**config.mk**
```make
export PLATFORM = sky130hd
export DESIGN_NAME = nonconsec_pulse_sched_flat
export DESIGN_NICKNAME = d
export VERILOG_FILES = /design/src/rtl/nonconsec_pulse_sched_pkg.sv /design/src/rtl/nonconsec_pulse_sched_if.sv /design/src/rtl/nonconsec_pulse_sched_rise_detect.sv /design/src/rtl/nonconsec_pulse_sched.sv /design/src/flat_wrapper.sv
export SDC_FILE = /design/constraint.sdc
export NUM_CORES = 1
export LEC_CHECK = 0
export ABC_AREA = 1
export CORE_MARGIN = 10
export CORE_UTILIZATION = 55
export CTS_CLUSTER_DIAMETER = 200
export DETAILED_ROUTE_END_ITERATION = 12
export DONT_BUFFER_PORTS = 1
export GPL_TIMING_DRIVEN = 0
export PLACE_DENSITY = 0.7
export SLEW_MARGIN = 20
export SYNTH_ARGS = -nofsm -noshare
export SYNTH_HDL_FRONTEND = slang
export SYNTH_SLANG_ARGS = --single-unit
```
**constraint.sdc**
```tcl
create_clock -name clk -period 2.8 [get_ports clk]
set_input_delay 0.84 -clock clk [delete_from_list [all_inputs] [get_ports clk]]
set_output_delay 0.84 -clock clk [all_outputs]
set_load 0.01 [all_outputs]
```
**src/rtl/nonconsec_pulse_sched_pkg.sv**
```systemverilog
// Shared types and parameter legality check for the non-consecutive pulse sequencer.
package nonconsec_pulse_sched_pkg;

  typedef enum logic [1:0] {IDLE, ISSUE, GAP, DONE} state_t;

  // The timeout window must leave room for every pulse plus its forced gap.
  function automatic bit params_legal(int pulses, int min_gap, int timeout);
    return (pulses >= 1) && (min_gap >= 1) && (timeout > pulses * (min_gap + 1));
  endfunction

endpackage

```
**src/rtl/nonconsec_pulse_sched_if.sv**
```systemverilog
// Trigger/ready inputs and pulse/status outputs of the pulse sequencer.
interface nonconsec_pulse_sched_if #(
  parameter int CNT_W = 5
);
  logic             trig_i;
  logic             ready_i;
  logic             pulse_o;
  logic             busy_o;
  logic             done_o;
  logic             timeout_o;
  logic [CNT_W-1:0] count_o;

  modport master (
    output trig_i, ready_i,
    input  pulse_o, busy_o, done_o, timeout_o, count_o
  );

  modport slave (
    input  trig_i, ready_i,
    output pulse_o, busy_o, done_o, timeout_o, count_o
  );
endinterface

```
**src/rtl/nonconsec_pulse_sched_rise_detect.sv**
```systemverilog
// One-flop rising-edge detector; the flop clears on reset so a high input right after reset reads as a rise.
module nonconsec_pulse_sched_rise_detect (
  input  logic clk,
  input  logic rst,
  input  logic d,
  output logic rise
);
  logic q;

  always_ff @(posedge clk or posedge rst) begin
    if (rst) q <= 1'b0;
    else     q <= d;
  end

  assign rise = d & ~q;
endmodule

```
**src/rtl/nonconsec_pulse_sched.sv**
```systemverilog
// Issues PULSES ready-gated single-cycle pulses per trigger rise, at least MIN_GAP idle cycles apart,
// aborting if the sequence spends TIMEOUT cycles in ISSUE/GAP.
module nonconsec_pulse_sched
  import nonconsec_pulse_sched_pkg::*;
#(
  parameter int PULSES  = 2,
  parameter int MIN_GAP = 1,
  parameter int TIMEOUT = 16
) (
  input logic                    clk,
  input logic                    rst,
  nonconsec_pulse_sched_if.slave bus
);
  localparam int CNT_W = $clog2(TIMEOUT + 1);
  localparam int GAP_W = $clog2(MIN_GAP + 1);
  localparam logic [CNT_W-1:0] LAST_CNT  = CNT_W'(PULSES - 1);
  localparam logic [CNT_W-1:0] TIMER_END = CNT_W'(TIMEOUT - 1);
  localparam logic [GAP_W-1:0] GAP_END   = GAP_W'(MIN_GAP - 1);

  if (!params_legal(PULSES, MIN_GAP, TIMEOUT)) begin : g_bad_params
    $error("nonconsec_pulse_sched: illegal PULSES/MIN_GAP/TIMEOUT combination");
  end

  state_t           state, state_nxt;
  logic [CNT_W-1:0] timer, timer_nxt;
  logic [CNT_W-1:0] count, count_nxt;
  logic [GAP_W-1:0] gap_cnt, gap_nxt;
  logic             pulse, pulse_nxt;
  logic             done, done_nxt;
  logic             tmo, tmo_nxt;
  logic             rise;
  logic             timer_hit;

  nonconsec_pulse_sched_rise_detect u_rise (
    .clk  (clk),
    .rst  (rst),
    .d    (bus.trig_i),
    .rise (rise)
  );

  assign timer_hit = (timer == TIMER_END);

  always_ff @(posedge clk or posedge rst) begin
    if (rst) begin
      state   <= IDLE;
      timer   <= '0;
      count   <= '0;
      gap_cnt <= '0;
      pulse   <= 1'b0;
      done    <= 1'b0;
      tmo     <= 1'b0;
    end else begin
      state   <= state_nxt;
      timer   <= timer_nxt;
      count   <= count_nxt;
      gap_cnt <= gap_nxt;
      pulse   <= pulse_nxt;
      done    <= done_nxt;
      tmo     <= tmo_nxt;
    end
  end

  always_comb begin
    state_nxt = state;
    timer_nxt = timer;
    count_nxt = count;
    gap_nxt   = gap_cnt;
    pulse_nxt = 1'b0;
    done_nxt  = 1'b0;
    tmo_nxt   = 1'b0;
    unique case (state)
      IDLE: begin
        if (rise) begin
          state_nxt = ISSUE;
          count_nxt = '0;
          timer_nxt = '0;
        end
      end
      ISSUE: begin
        // The abort takes priority over a pulse that ready_i would otherwise allow.
        if (timer_hit) begin
          tmo_nxt   = 1'b1;
          state_nxt = IDLE;
        end else begin
          timer_nxt = timer + CNT_W'(1);
          if (bus.ready_i) begin
            pulse_nxt = 1'b1;
            count_nxt = count + CNT_W'(1);
            gap_nxt   = '0;
            state_nxt = (count == LAST_CNT) ? DONE : GAP;
          end
        end
      end
      GAP: begin
        if (timer_hit) begin
          tmo_nxt   = 1'b1;
          state_nxt = IDLE;
        end else begin
          timer_nxt = timer + CNT_W'(1);
          if (gap_cnt == GAP_END) state_nxt = ISSUE;
          else                    gap_nxt   = gap_cnt + GAP_W'(1);
        end
      end
      DONE: begin
        done_nxt  = 1'b1;
        state_nxt = IDLE;
      end
      default: state_nxt = IDLE;
    endcase
  end

  assign bus.pulse_o   = pulse;
  assign bus.busy_o    = (state != IDLE);
  assign bus.done_o    = done;
  assign bus.timeout_o = tmo;
  assign bus.count_o   = count;
endmodule
```
**src/flat_wrapper.sv**
```systemverilog
// flat-port wrapper written by rule: the top's interface ports become plain ports
module nonconsec_pulse_sched_flat import nonconsec_pulse_sched_pkg::*;
#(
  parameter int PULSES  = 2,
  parameter int MIN_GAP = 1,
  parameter int TIMEOUT = 16
)
  (clk, rst, bus_trig_i, bus_ready_i, bus_pulse_o, bus_busy_o, bus_done_o, bus_timeout_o, bus_count_o);
  nonconsec_pulse_sched_if bus_i ();
  input logic clk;
  input logic rst;
  input wire logic [$bits(bus_i.trig_i)-1:0] bus_trig_i;
  input wire logic [$bits(bus_i.ready_i)-1:0] bus_ready_i;
  output wire logic [$bits(bus_i.pulse_o)-1:0] bus_pulse_o;
  output wire logic [$bits(bus_i.busy_o)-1:0] bus_busy_o;
  output wire logic [$bits(bus_i.done_o)-1:0] bus_done_o;
  output wire logic [$bits(bus_i.timeout_o)-1:0] bus_timeout_o;
  output wire logic [$bits(bus_i.count_o)-1:0] bus_count_o;
  assign bus_i.trig_i = bus_trig_i;
  assign bus_i.ready_i = bus_ready_i;
  assign bus_pulse_o = bus_i.pulse_o;
  assign bus_busy_o = bus_i.busy_o;
  assign bus_done_o = bus_i.done_o;
  assign bus_timeout_o = bus_i.timeout_o;
  assign bus_count_o = bus_i.count_o;
  nonconsec_pulse_sched #(.PULSES(PULSES), .MIN_GAP(MIN_GAP), .TIMEOUT(TIMEOUT)) u_core (.clk(clk), .rst(rst), .bus(bus_i));
endmodule
```
==> flow_summary.toml <==
[run_status]
outcome = "finished clean"

[critical_path]
startpoint = "u_core.state[0]"
cp-end-kind = "output pin"
max_stage_delay_ps = 410
critical_path_class = "reg -> out"
worstPathMaxFanout = 4
cp.required_ps = 1960
r2r-end = "u_core.bus.count_o[0]"
ff2ff_setup_slack_ps = 1090
r2r_cells = 9
crit_arrival_ps = 1170
reg2reg_from = "u_core.timer[0]"
cp_top_family = "flip-flops"
crit_slowest_cell = "dfrtp_1"
worst-path-buf-inv = 2
path_cells = "inv_1 > ha_1 > inv_1"
start_kind = "flop"
cp_common_cell = "inv_1"

[power_and_ir_drop]
seqPwrFrac = 0.365
clkPwrFrac = 0.152
switching_share = 0.472
power.net_switching_mw = 0.481
leakage_nw = 0.529
power.density_nw_per_um2 = 1030
ir_drop_v = 0.000695
combPwrFrac = 0.482
internal_power_mw = 0.539

[clock_tree]
clock_path_buffers = 2
cts.clk_slew.worst_paths_ps = 100
clock-sinks = 16
htree_levels = 1
cts-buffers-inserted = 3
cts_tree = "yes"
post_cts_buffers = 0
insertion_delay_ps = 280
root_buffer = "clkbuf_4"
postCtsHoldBufs = 0
post_cts_resized = 0

[timing]
fin_ws_ps = 792
period_needed_ps = 2010
finalHoldViolCount = 0
period_share = 0.717
fin_skew_ps = 7.05
tightestPinTransition_ps = 614
drv_slew = 0
slew_headroom = 0.590
rsz0062_at_grt = "no"
setup_viol = 0
fin_hold_ws_ps = 499
tns_ps = 0
fmax_mhz = 498

[detailed_routing]
wire_per_inst_um = 12.3
vias = 711
ant_nets = 0
drtIter0Drc = 4
vias_per_cell = 5.19
drt_drc_violations_left = 0
drt_pass1_iterations = 4
wirelength_um = 1690

[synth]
synth-warning-count = 0
yosys_register_bits = 16
syn-cell-area_um2 = 933
syn-instance-count = 117
avgSynthCellArea_um2 = 7.98
synth.net_count = 130
synth-seq-area-share = 0.429
synthTopCellsByArea = "dfrtp_1, ha_1, nand2_1"
synth_top_area_cell = "dfrtp_1"
yosysTopAreaCellShare = 0.429
yosysUniqueCellTypes = 18

[grt]
antenna_found_initial = 0
grt_usage = 0.0981
grt_first_pass_wirelength_um = 2880
gr-total-overflow = 0
grt_pass1_vias = 693
grt_max_degree = 17

[cells_and_area]
stdcell_count = 137
final_core_util = 0.635
syn2layout_area_growth_pct = 6.03
diodes = 0
final_cell_mix = "nand2_1, inv_1, dfrtp_1, nand3_1, ha_1"
final_common_cell = "nand2_1"
drive_gt1_frac = 0.116
fill_cells = 134
final_nets = 135

[placed_design]
place_congestion = 0.838
portBuffers = 0
placedCellCount = 133
dp_slack_ps = 1100
dp_hpwl_um = 1310

[floorplanning]
coreArea_um2 = 1560
fp.dieW_um = 61.2
rows = 14
dieArea_um2 = 3740
die_h_um = 61.2
start_util = 0.599
io_pins = 13

[run]
max-cap-violations = 0

[worst_hold_path]
hold_path.class = "in -> async"
-- worst max-delay path by stage --
stage / to / slack [ps] / depth (start not counted)
floorplan: bus_busy_o / 1190 / 3
global placement: bus_busy_o / 1100 / 3
detailed placement: bus_busy_o / 1100 / 3
CTS: bus_busy_o / 780 / 3
global route: bus_busy_o / 670 / 3
finish: bus_busy_o / 790 / 3
-- sequential cells by signal (all words and copies together), names as in the netlist --
| register | flops |
|---|---|
| u_core.bus.count_o | 5 |
| u_core.bus.done_o | 1 |
| u_core.bus.pulse_o | 1 |
| u_core.bus.timeout_o | 1 |
| u_core.state | 2 |
| u_core.timer | 5 |
| u_core.u_rise.q | 1 |
-- cells in the mapped netlist --
cell	count
nand2_1	27
inv_1	22
dfrtp_1	16
nand3_1	12
ha_1	9
nor2_1	7
o21ai_1	5
nand4_1	4
o21ai_0	3
nand2_2	2
nor2_2	2
o21ai_2	2
a21oi_1	1
clkbuf_2	1
nand2_4	1
nand3_2	1
nor3_1	1
or2_2	1
-- cell type report --
| type | count | area, um2 | share of cell area |
|---|---|---|---|
| clock buffer | 4 | 36.3 | 0.0367 |
| sequential | 16 | 400 | 0.405 |
| inverter | 22 | 82.6 | 0.0834 |
| tap | 16 | 20.0 | 0.0202 |
| buffer | 1 | 5.00 | 0.00506 |
| multi-input combinational | 78 | 445 | 0.450 |
-- per-layer routing --
layer  vias up  GRT usage  part of all wire
met1       320      0.107              0.43
li1        376          -                 -
met3         2     0.0370             0.068
met2        13      0.173              0.49
met4         0     0.0293            0.0089
met5         -          0                 0
-- power by group through the flow --
stage	Clock [mW]	Sequential (mW)	Combinational [mW]
detailed placement	0	0.380	0.497
CTS	0.159	0.375	0.498
global route	0.167	0.385	0.583
floorplan	0	0.361	0.415
finish	0.155	0.373	0.492
global placement	0	0.376	0.487
-- logic make-up (layout without fill, tap and decap cells) --
family	count (synthesis)	after routing	synth area share
AND/OR/NAND/NOR	58	58	0.290
buffers and inverters	23	27	0.0938
flip-flops	16	16	0.429
adder cells (fa/ha/maj)	9	9	0.121
AO/OA/AOI/OAI	11	11	0.0670
-- per-stage QoR --
step                cell area, um2  total power [mW]
floorplan                      933             0.776
global placement               953             0.864
detailed placement             953             0.877
CTS                            990              1.03
global route                   990              1.13
finish                         990              1.02
Note: power is estimated with default switching activity, not from simulation.
